## src/rtl/mem_access_unit_pkg.sv

```systemverilog
// Shared definitions for the MEM-stage load/store front end.
//   - register-write (load mode) codes consumed by the WB extension logic
//   - store-type codes as presented by the EX/MEM register
//   - FSM state encoding
//   - misalignment helper
package mem_access_unit_pkg;

    // Register-write / load-mode codes
    localparam logic [2:0] NOREGWRITE = 3'd0;
    localparam logic [2:0] LB         = 3'd1;
    localparam logic [2:0] LH         = 3'd2;
    localparam logic [2:0] LW         = 3'd3;
    localparam logic [2:0] LBU        = 3'd4;
    localparam logic [2:0] LHU        = 3'd5;

    // Store-type codes
    localparam logic [1:0] STORE_NONE = 2'b00;
    localparam logic [1:0] STORE_SB   = 2'b01;
    localparam logic [1:0] STORE_SH   = 2'b10;
    localparam logic [1:0] STORE_SW   = 2'b11;

    // Wait counter width; covers MAX_WAIT up to 1023
    localparam int WAIT_W = 10;

    typedef enum logic {
        ST_IDLE = 1'b0,
        ST_BUSY = 1'b1
    } state_t;

    // Halfword ops need addr[0]==0, word ops need addr[1:0]==0.
    // The store type decides the access size whenever the op is a store.
    function automatic logic op_misaligned(input logic       is_store,
                                           input logic [1:0] store_type,
                                           input logic [2:0] load_type,
                                           input logic [1:0] byte_off);
        logic is_half;
        logic is_word;
        is_half = is_store ? (store_type == STORE_SH) : (load_type == LH || load_type == LHU);
        is_word = is_store ? (store_type == STORE_SW) : (load_type == LW);
        return (is_half && byte_off[0]) || (is_word && byte_off != 2'b00);
    endfunction

endpackage

```

## src/rtl/mem_access_unit_store_lane_align.sv

```systemverilog
// store_lane_align: combinational byte-lane steering for stores.
//   i_store_type : STORE_NONE/SB/SH/SW
//   i_byte_off   : ex_addr[1:0]
//   i_wdata      : rs2 store data
//   o_we         : per-byte write enables (0 for loads / no store)
//   o_wdata      : store data replicated across lanes
module store_lane_align
    import mem_access_unit_pkg::*;
(
    input  logic [1:0]  i_store_type,
    input  logic [1:0]  i_byte_off,
    input  logic [31:0] i_wdata,
    output logic [3:0]  o_we,
    output logic [31:0] o_wdata
);

    always_comb begin
        o_we    = 4'b0000;
        o_wdata = i_wdata;
        case (i_store_type)
            STORE_SB: begin
                o_we    = 4'b0001 << i_byte_off;
                o_wdata = {4{i_wdata[7:0]}};
            end
            STORE_SH: begin
                o_we    = 4'b0011 << i_byte_off;
                o_wdata = {2{i_wdata[15:0]}};
            end
            STORE_SW: begin
                o_we    = 4'b1111;
                o_wdata = i_wdata;
            end
            default: begin
                o_we    = 4'b0000;
                o_wdata = i_wdata;
            end
        endcase
    end

endmodule

```

## src/rtl/mem_access_unit.sv

```systemverilog
// mem_access_unit: MEM-stage load/store front end.
// Takes one op from EX/MEM, runs a req/ready access to a word-addressed data
// memory, stalls upstream while the access is outstanding and hands the raw
// word plus byte select / load mode to the WB extension logic.
// Ports:
//   i_clk, i_rst_n                : clock, async active-low reset
//   i_ex_*                        : op from EX/MEM (valid, addr, wdata, store/load type, rd)
//   o_stall_out                   : hold upstream pipeline
//   o_mem_req/addr/we/wdata       : memory request, held stable while BUSY
//   i_mem_ready, i_mem_rdata      : memory completion and read word
//   o_wb_valid/data/byte_sel/regwrite/rd : one-cycle completion to WB
//   o_misalign_exc, o_bus_err     : one-cycle exception pulses
module mem_access_unit
    import mem_access_unit_pkg::*;
#(
    parameter int MAX_WAIT = 255
) (
    input  logic        i_clk,
    input  logic        i_rst_n,
    input  logic        i_ex_valid,
    input  logic [31:0] i_ex_addr,
    input  logic [31:0] i_ex_wdata,
    input  logic [1:0]  i_ex_store_type,
    input  logic [2:0]  i_ex_load_type,
    input  logic [4:0]  i_ex_rd,
    output logic        o_stall_out,
    output logic        o_mem_req,
    output logic [31:0] o_mem_addr,
    output logic [3:0]  o_mem_we,
    output logic [31:0] o_mem_wdata,
    input  logic        i_mem_ready,
    input  logic [31:0] i_mem_rdata,
    output logic        o_wb_valid,
    output logic [31:0] o_wb_data,
    output logic [1:0]  o_wb_byte_sel,
    output logic [2:0]  o_wb_regwrite,
    output logic [4:0]  o_wb_rd,
    output logic        o_misalign_exc,
    output logic        o_bus_err
);

    localparam logic [WAIT_W-1:0] WAIT_LAST = WAIT_W'(MAX_WAIT - 1);

    state_t              r_state, w_next_state;
    logic [WAIT_W-1:0]   r_wait;
    logic                r_is_store;
    logic                r_mem_req;
    logic [31:0]         r_mem_addr;
    logic [3:0]          r_mem_we;
    logic [31:0]         r_mem_wdata;
    logic                r_wb_valid;
    logic [31:0]         r_wb_data;
    logic [1:0]          r_wb_byte_sel;
    logic [2:0]          r_wb_regwrite;
    logic [4:0]          r_wb_rd;
    logic                r_misalign;
    logic                r_bus_err;

    logic                w_is_store;
    logic                w_is_load;
    logic                w_op;
    logic                w_mis;
    logic                w_accept;
    logic                w_misalign;
    logic                w_timeout;
    logic [3:0]          w_we;
    logic [31:0]         w_wdata;

    // Store type wins over load type when both are set
    assign w_is_store = (i_ex_store_type != STORE_NONE);
    assign w_is_load  = !w_is_store && (i_ex_load_type != NOREGWRITE);
    assign w_op       = i_ex_valid && (w_is_store || w_is_load);
    assign w_mis      = op_misaligned(w_is_store, i_ex_store_type, i_ex_load_type, i_ex_addr[1:0]);

    // Ops arriving while BUSY are the same op held by the stall, so only IDLE looks at them
    assign w_accept   = (r_state == ST_IDLE) && w_op && !w_mis;
    assign w_misalign = (r_state == ST_IDLE) && w_op &&  w_mis;

    // Last allowed BUSY cycle without ready; a ready in this cycle still completes
    assign w_timeout  = (r_state == ST_BUSY) && !i_mem_ready && (r_wait == WAIT_LAST);

    store_lane_align u_align (
        .i_store_type (i_ex_store_type),
        .i_byte_off   (i_ex_addr[1:0]),
        .i_wdata      (i_ex_wdata),
        .o_we         (w_we),
        .o_wdata      (w_wdata)
    );

    always_ff @(posedge i_clk or negedge i_rst_n) begin
        if (!i_rst_n) r_state <= ST_IDLE;
        else          r_state <= w_next_state;
    end

    always_comb begin
        w_next_state = r_state;
        o_stall_out  = 1'b0;
        case (r_state)
            ST_IDLE: begin
                if (w_accept) begin
                    w_next_state = ST_BUSY;
                    o_stall_out  = 1'b1;
                end
            end
            ST_BUSY: begin
                o_stall_out = !i_mem_ready;
                if (i_mem_ready || w_timeout) w_next_state = ST_IDLE;
            end
            default: w_next_state = ST_IDLE;
        endcase
        // Nothing can be accepted while reset is held, so never stall upstream then
        if (!i_rst_n) o_stall_out = 1'b0;
    end

    always_ff @(posedge i_clk or negedge i_rst_n) begin
        if (!i_rst_n) begin
            r_wait        <= '0;
            r_is_store    <= 1'b0;
            r_mem_req     <= 1'b0;
            r_mem_addr    <= '0;
            r_mem_we      <= '0;
            r_mem_wdata   <= '0;
            r_wb_valid    <= 1'b0;
            r_wb_data     <= '0;
            r_wb_byte_sel <= '0;
            r_wb_regwrite <= NOREGWRITE;
            r_wb_rd       <= '0;
            r_misalign    <= 1'b0;
            r_bus_err     <= 1'b0;
        end else begin
            r_wb_valid <= 1'b0;
            r_misalign <= 1'b0;
            r_bus_err  <= 1'b0;

            if (w_misalign) r_misalign <= 1'b1;

            if (w_accept) begin
                r_mem_req     <= 1'b1;
                r_mem_addr    <= {i_ex_addr[31:2], 2'b00};
                r_mem_we      <= w_we;
                r_mem_wdata   <= w_wdata;
                r_wait        <= '0;
                r_is_store    <= w_is_store;
                r_wb_byte_sel <= i_ex_addr[1:0];
                r_wb_regwrite <= w_is_store ? NOREGWRITE : i_ex_load_type;
                r_wb_rd       <= i_ex_rd;
            end

            if (r_state == ST_BUSY) begin
                if (i_mem_ready) begin
                    r_mem_req  <= 1'b0;
                    r_wb_valid <= 1'b1;
                    r_wb_data  <= r_is_store ? 32'h0 : i_mem_rdata;
                end else if (w_timeout) begin
                    r_mem_req <= 1'b0;
                    r_bus_err <= 1'b1;
                end else begin
                    r_wait <= r_wait + 1'b1;
                end
            end
        end
    end

    assign o_mem_req      = r_mem_req;
    assign o_mem_addr     = r_mem_addr;
    assign o_mem_we       = r_mem_we;
    assign o_mem_wdata    = r_mem_wdata;
    assign o_wb_valid     = r_wb_valid;
    assign o_wb_data      = r_wb_data;
    assign o_wb_byte_sel  = r_wb_byte_sel;
    assign o_wb_regwrite  = r_wb_regwrite;
    assign o_wb_rd        = r_wb_rd;
    assign o_misalign_exc = r_misalign;
    assign o_bus_err      = r_bus_err;

endmodule

```

## config.mk

```make
export PLATFORM = sky130hd
export DESIGN_NAME = mem_access_unit
export DESIGN_NICKNAME = d
export VERILOG_FILES = /design/src/rtl/mem_access_unit_pkg.sv /design/src/rtl/mem_access_unit_store_lane_align.sv /design/src/rtl/mem_access_unit.sv
export SDC_FILE = /design/constraint.sdc
export NUM_CORES = 1
export LEC_CHECK = 0
export ABC_AREA = 1
export BUFFER_PORTS_ARGS = -buffer_cell sky130_fd_sc_hd__clkbuf_2
export CORE_ASPECT_RATIO = 1.25
export CORE_MARGIN = 10
export CORE_UTILIZATION = 40
export DETAILED_ROUTE_END_ITERATION = 10
export PLACE_DENSITY = 0.69
export SYNTH_ARGS = -nofsm -noshare
export SYNTH_HDL_FRONTEND = slang
export SYNTH_SLANG_ARGS = --single-unit
```

## constraint.sdc

```tcl
create_clock -name i_clk -period 2.2 [get_ports i_clk]
set_input_delay 0.44 -clock i_clk [delete_from_list [all_inputs] [get_ports i_clk]]
set_output_delay 0.44 -clock i_clk [all_outputs]
set_load 0.005 [all_outputs]
```

# Word-level counts from Yosys, hierarchy flattened
# Cells that the tools add are included.
[word_totals]
input_bits = 110
out_inout_bits = 115
elab_cells = 70
regBits = 124
[op_classes]
eq_ne = 7
shifts = 2
n_reduce_logical = 20
bitwise_logic = 1
addsub = 1
n_mux = 25
[ops]
columns = ["operator", "count"]
rows = [
  ["$pmux 32 s2", 1],
  ["$mux 10", 4],
  ["$mux 32", 1],
  ["$mux 1", 15],
  ["$pmux 4 s3", 1],
  ["$add 10x1->10 const B", 1],
  ["$eq 10x8->1 const B", 1],
  ["$logic_and 1x1->1", 9],
  ["$eq 3x2->1 const B", 2],
  ["$eq 2x2->1 const B", 2],
  ["$logic_or 1x1->1", 4],
  ["$pmux 1 s2", 2],
  ["$reduce_bool 2->1", 2],
  ["$shl 1x2->4 const A", 1],
  ["$shl 2x2->4 const A", 1],
  ["$eq 3x3->1 const B", 1],
  ["$logic_not 1->1", 3],
  ["$mux 3", 1],
  ["$reduce_bool 3->1", 1],
  ["$eq 2x1->1 const B", 1],
  ["$reduce_and 2->1", 1],
  ["$not 1->1", 1],
]

# Logic depth before layout (Yosys ltp)
[logic_depth]
depth_word = 11
ltp_mapped = 13
mapped_depth_nobuf = 12

# Hierarchy
# From an unflattened synthesis, not the netlist that was laid out.
[hier_totals]
hier_cells = 684
hier_area_um2 = 5604.1
[by_module_without_submodules]
columns = ["module", "area_each_um2", "instances", "cells_per_inst", "seq_area_each_um2"]
rows = [
  ["mem_access_unit", 5042.3, 1, 579, 3103.0],
  ["store_lane_align", 561.8, 1, 105, 0.0],
]

# Least setup slack after synthesis
# OpenSTA, ideal clock, no wires.
[synth_timing]
path_kind = "input -> output"
start = "input i_ex_store_type[0]"
end = "output o_stall_out"
path_buffers = 1
path_stages = 8
required_ns = 1.760
setup_slack_ns = 0.268
arrival_time_ns = 1.492
cell_sequence = "inv_1 > ha_1 > inv_2 > nor2_2 > a21oi_1 > nand3_2 > buf_2 > a21boi_0"
[synth_between]
elab_chain_len = 10
elab_cells_between_ends = 18
classes_between = "2 x eq/ne; 5 x mux; 11 x reduce/logical"
[synth_rtl]
columns = ["element", "line", "rtl"]
rows = [
  ["from (decl)", "mem_access_unit.sv:23", "input logic [1:0] i_ex_store_type,"],
  ["$reduce_bool 2->1", "mem_access_unit.sv:70", "assign w_is_store = (i_ex_store_type != STORE_NONE);"],
  ["$logic_not 1->1", "mem_access_unit.sv:71", "assign w_is_load = !w_is_store && (i_ex_load_type != NOREGWRITE);"],
  ["$logic_and 1x1->1", "mem_access_unit.sv:71", ""],
  ["$logic_or 1x1->1", "mem_access_unit.sv:72", "assign w_op = i_ex_valid && (w_is_store || w_is_load);"],
  ["$logic_and 1x1->1", "mem_access_unit.sv:72", ""],
  ["$logic_and 1x1->1", "mem_access_unit.sv:76", "assign w_accept = (r_state == ST_IDLE) && w_op && !w_mis;"],
  ["$logic_and 1x1->1 (*)", "mem_access_unit.sv:76", ""],
  ["$mux 1 (*)", "mem_access_unit.sv:100", "if (w_accept) begin"],
  ["$pmux 1 s2 (*)", "mem_access_unit.sv:98", "case (r_state)"],
  ["$mux 1 (*)", "mem_access_unit.sv:112", "if (!i_rst_n) o_stall_out = 1'b0;"],
  ["to (decl)", "mem_access_unit.sv:26", "output logic o_stall_out,"],
]
# Every way passes the cells marked *; elsewhere a longest branch is shown, timed or not.

# Worst setup path after layout
[layout_timing]
start = "input i_ex_store_type[1]"
end = "output o_stall_out"
# Same word-level chain as after synthesis.

==> out/results.tsv <==
stage	metric	value	unit
outcome	status	completed	
sta	Least-Margin Pin Slew	0.666	ns
power_and_ir_drop	net switching power	2330	uW
clock_network	# H-tree levels	4	
sta	skew final	0.00771	ns
yosys	Netlist cell types	29	
clock_network	clock insertion delay at the later pin of the skew report	0.41	ns
sta	hold_ws	0.162	ns
final_layout	final instance area	7350	um^2
power_and_ir_drop	Pint	5170	uW
die	Die Span X	125	um
place	GP Congestion	0.863	
grt	grt ovf	0	
sta	Finish-stage setup viols	0	
yosys	commonest register cell after synthesis	dfrtp_1	
sta	RSZ-0062 raised after global routing	no	
yosys	Avg Cell Area, Syn	8.23	um^2
die	row count	47	
critical_path	R2R depth	9	
final_layout	Layout area overhead	32.9	%
final_layout	Finished Layout Cells	1074	
final_layout	antenna diode count	0	
routing	drt first pass iters	4	
yosys	Post-synth ARST share	100	%
die	effective utilization at floorplan	41.2	%
power_and_ir_drop	Cell Pwr Density	1020	nW/um^2
power_and_ir_drop	Combinational Power Share	23.0	%
critical_path	Crit Reg-Reg Startpoint	r_state	
final_layout	commonest non-fill, non-tap cells in the layout	nand2_1 (336), clkbuf_2 (221), dfrtp_1 (124), o21ai_0 (54), nand3_1 (36)	
die	Die Span Y	151	um
yosys	register area share after synthesis	56.1	%
power_and_ir_drop	Flop pwr share	41.5	%
routing	Via density	4.65	
routing	initial DRC count	319	
routing	DR vias	4994	
yosys	cell area after synthesis	5530	um^2
final_layout	Util after Layout	54.8	%
routing	ANT nets after route	0	
critical_path	critical path capture point type	primary output	
clock_network	CTS tree	built	
clock_network	CTS hold repair buffers	0	
critical_path	Crit. Startpoint	i_ex_store_type[1]	
critical_path	CP Launch Type	input port	
yosys	number of synthesized register bits	124	
critical_path	type of the worst setup path	input port to primary output	
routing	final WL	16300	um
sta	Hold Violations, Final	0	
clock_network	total CTS buffers	17	
sta	Final Max Tran Viols	0	
final_layout	fill count	1288	
clock_network	clk buf depth	2	
power_and_ir_drop	switch share	31.0	%
grt	largest net degree at the start of global routing	125	
sta	Slew headroom	55.6	%
place	placed cell count	1042	
die	core footprint	13400	um^2
final_layout	layout cell share with drive strength beyond 1	30.7	%
critical_path	crit-path max FO	3	
final_layout	commonest non-fill, non-tap cell in the layout	nand2_1	
clock_network	CTS root buffer	clkbuf_16	
clock_network	Clock transition at path regs	0.06	ns
critical_path	r2r endpoint	o_mem_wdata[9]	
power_and_ir_drop	Clk network pwr share	35.6	%
grt	initial antenna violation count	0	
grt	vias in the first global route	5097	
sta	fin crit period	2.09	ns
grt	first-pass GRT wire length	26200	um
power_and_ir_drop	Max VDD drop	459	uV
yosys	Synth Warn #	0	
die	I/O pin cnt	225	
place	Port Buffers	222	
critical_path	R2R Setup Slk	0.56	ns
sta	Final Cycle Share	94.9	%
sta	fmax	479	MHz
critical_path	crit path DAT	1.65	ns
final_layout	nets@finish	1007	
routing	# DRC	0	
power_and_ir_drop	Static Leak	0.00413	uW
yosys	Post-synth EDFFs	0	
critical_path	worst path required time	1.76	ns
critical_path	crit path capture	o_stall_out	
sta	setup_tns	0	ns
place	placed cell area	6770	um^2
clock_network	CTS sink cnt	124	
die	die area	19000	um^2
routing	WL/cell	15.2	um
run	Max Cap Violations	0	
grt	Total Routing Usage GR	17.0	%
min_path	Hold/Removal Path Class	input port to asynchronous set/reset pin	
place	post-DP HPWL	12000	um
yosys	post-synthesis instance total	672	
power by group through the flow:
stage	registers, uW	logic, uW	clock network, uW
finish	3110	1720	2670
global route	3180	1990	2830
CTS	3110	1780	2720
detailed placement	3130	1780	0
global placement	3140	1740	0
floorplan	3170	779	0
synthesized netlist by cell type, types with 3 or more instances:
cell type    n  area, um^2
buf_6        8        90.1
dfrtp_1    124        3100
ha_1         7        87.6
nor2_1      14        52.6
nand2_1    337        1260
clkbuf_1    10        37.5
inv_1       26        97.6
a21oi_1     11        55.1
o21ai_2      3        26.3
o21ai_0     54         270
buf_2       11        55.1
nand3_1     36         180
nand4_1      3        18.8
xor2_1       3        26.3
o21ai_1      3        15.0
worst max-delay path, cell delays in order:
cell	delay [ns]
clkbuf_2	0.11
inv_1	0.10
ha_1	0.21
inv_2	0.07
nor2_2	0.11
nand2_1	0.06
nand3_1	0.12
nand3_4	0.10
a21boi_0	0.16
clkbuf_2	0.16
cell families (layout without fill, tap and decap cells):
| family | after synthesis | count (layout) | share of synthesized area, % |
|---|---|---|---|
| AO/OA/AOI/OAI | 75 | 75 | 7.22 |
| XOR/XNOR | 4 | 4 | 0.634 |
| adder cells (fa/ha/maj) | 7 | 7 | 1.58 |
| buffers and inverters | 63 | 293 | 5.95 |
| flip-flops | 124 | 124 | 56.1 |
| other | 1 | 2 | 0.0678 |
| AND/OR/NAND/NOR | 398 | 398 | 28.4 |
metrics by stage:
step                total power, uW  setup slack, ns
floorplan                      3950            0.268
CTS                            7610           0.0498
detailed placement             4910           0.0229
global route                   8000          0.00788
finish                         7500            0.112
global placement               4870           0.0778
registers in the layout, summed over array words and instances, names as in the netlist:
register,flops
o_wb_regwrite,3
r_state,1
o_bus_err,1
r_wait,10
o_wb_valid,1
o_mem_wdata,32
o_mem_addr,30
o_mem_req,1
o_wb_data,32
r_is_store,1
o_mem_we,4
o_misalign_exc,1
o_wb_byte_sel,2
o_wb_rd,5
how the worst min path moves through the flow:
stage	slack, ns	start	endpoint
after floorplan	0.14	i_rst_n	o_bus_err
after global placement	0.46	o_mem_addr[17]	o_mem_addr[17]
after detailed placement	0.46	o_mem_addr[26]	o_mem_addr[26]
after CTS	0.19	i_rst_n	r_state
after global routing	0.19	i_rst_n	r_state
final	0.16	i_rst_n	o_wb_data[19]
per-layer routing:
metal	GRT usage (%)	vias up	routed length, um
li1	-	2543	-
met1	20.7	2252	7050
met2	26.5	182	7650
met3	7.31	17	1370
met4	5.77	0	215
met5	0	-	0
area by class of cell:
cell class	count	area, um^2	share of cell area (%)
inverters	29	109	1.48
multi-input cells	486	2110	28.8
clock buffers	19	453	6.16
well taps	171	214	2.91
flip-flops and latches	124	3100	42.2
clock inverters	13	118	1.60
repair buffers	232	1240	16.9
what timing repair did:
| action | in CTS | in global routing |
|---|---|---|
| setup endpoints to repair | 0 | 1 |
| resized for setup | 0 | 1 |
| buffers inserted | 0 | 0 |
No activity file was read; power rests on OpenSTA's default activity.
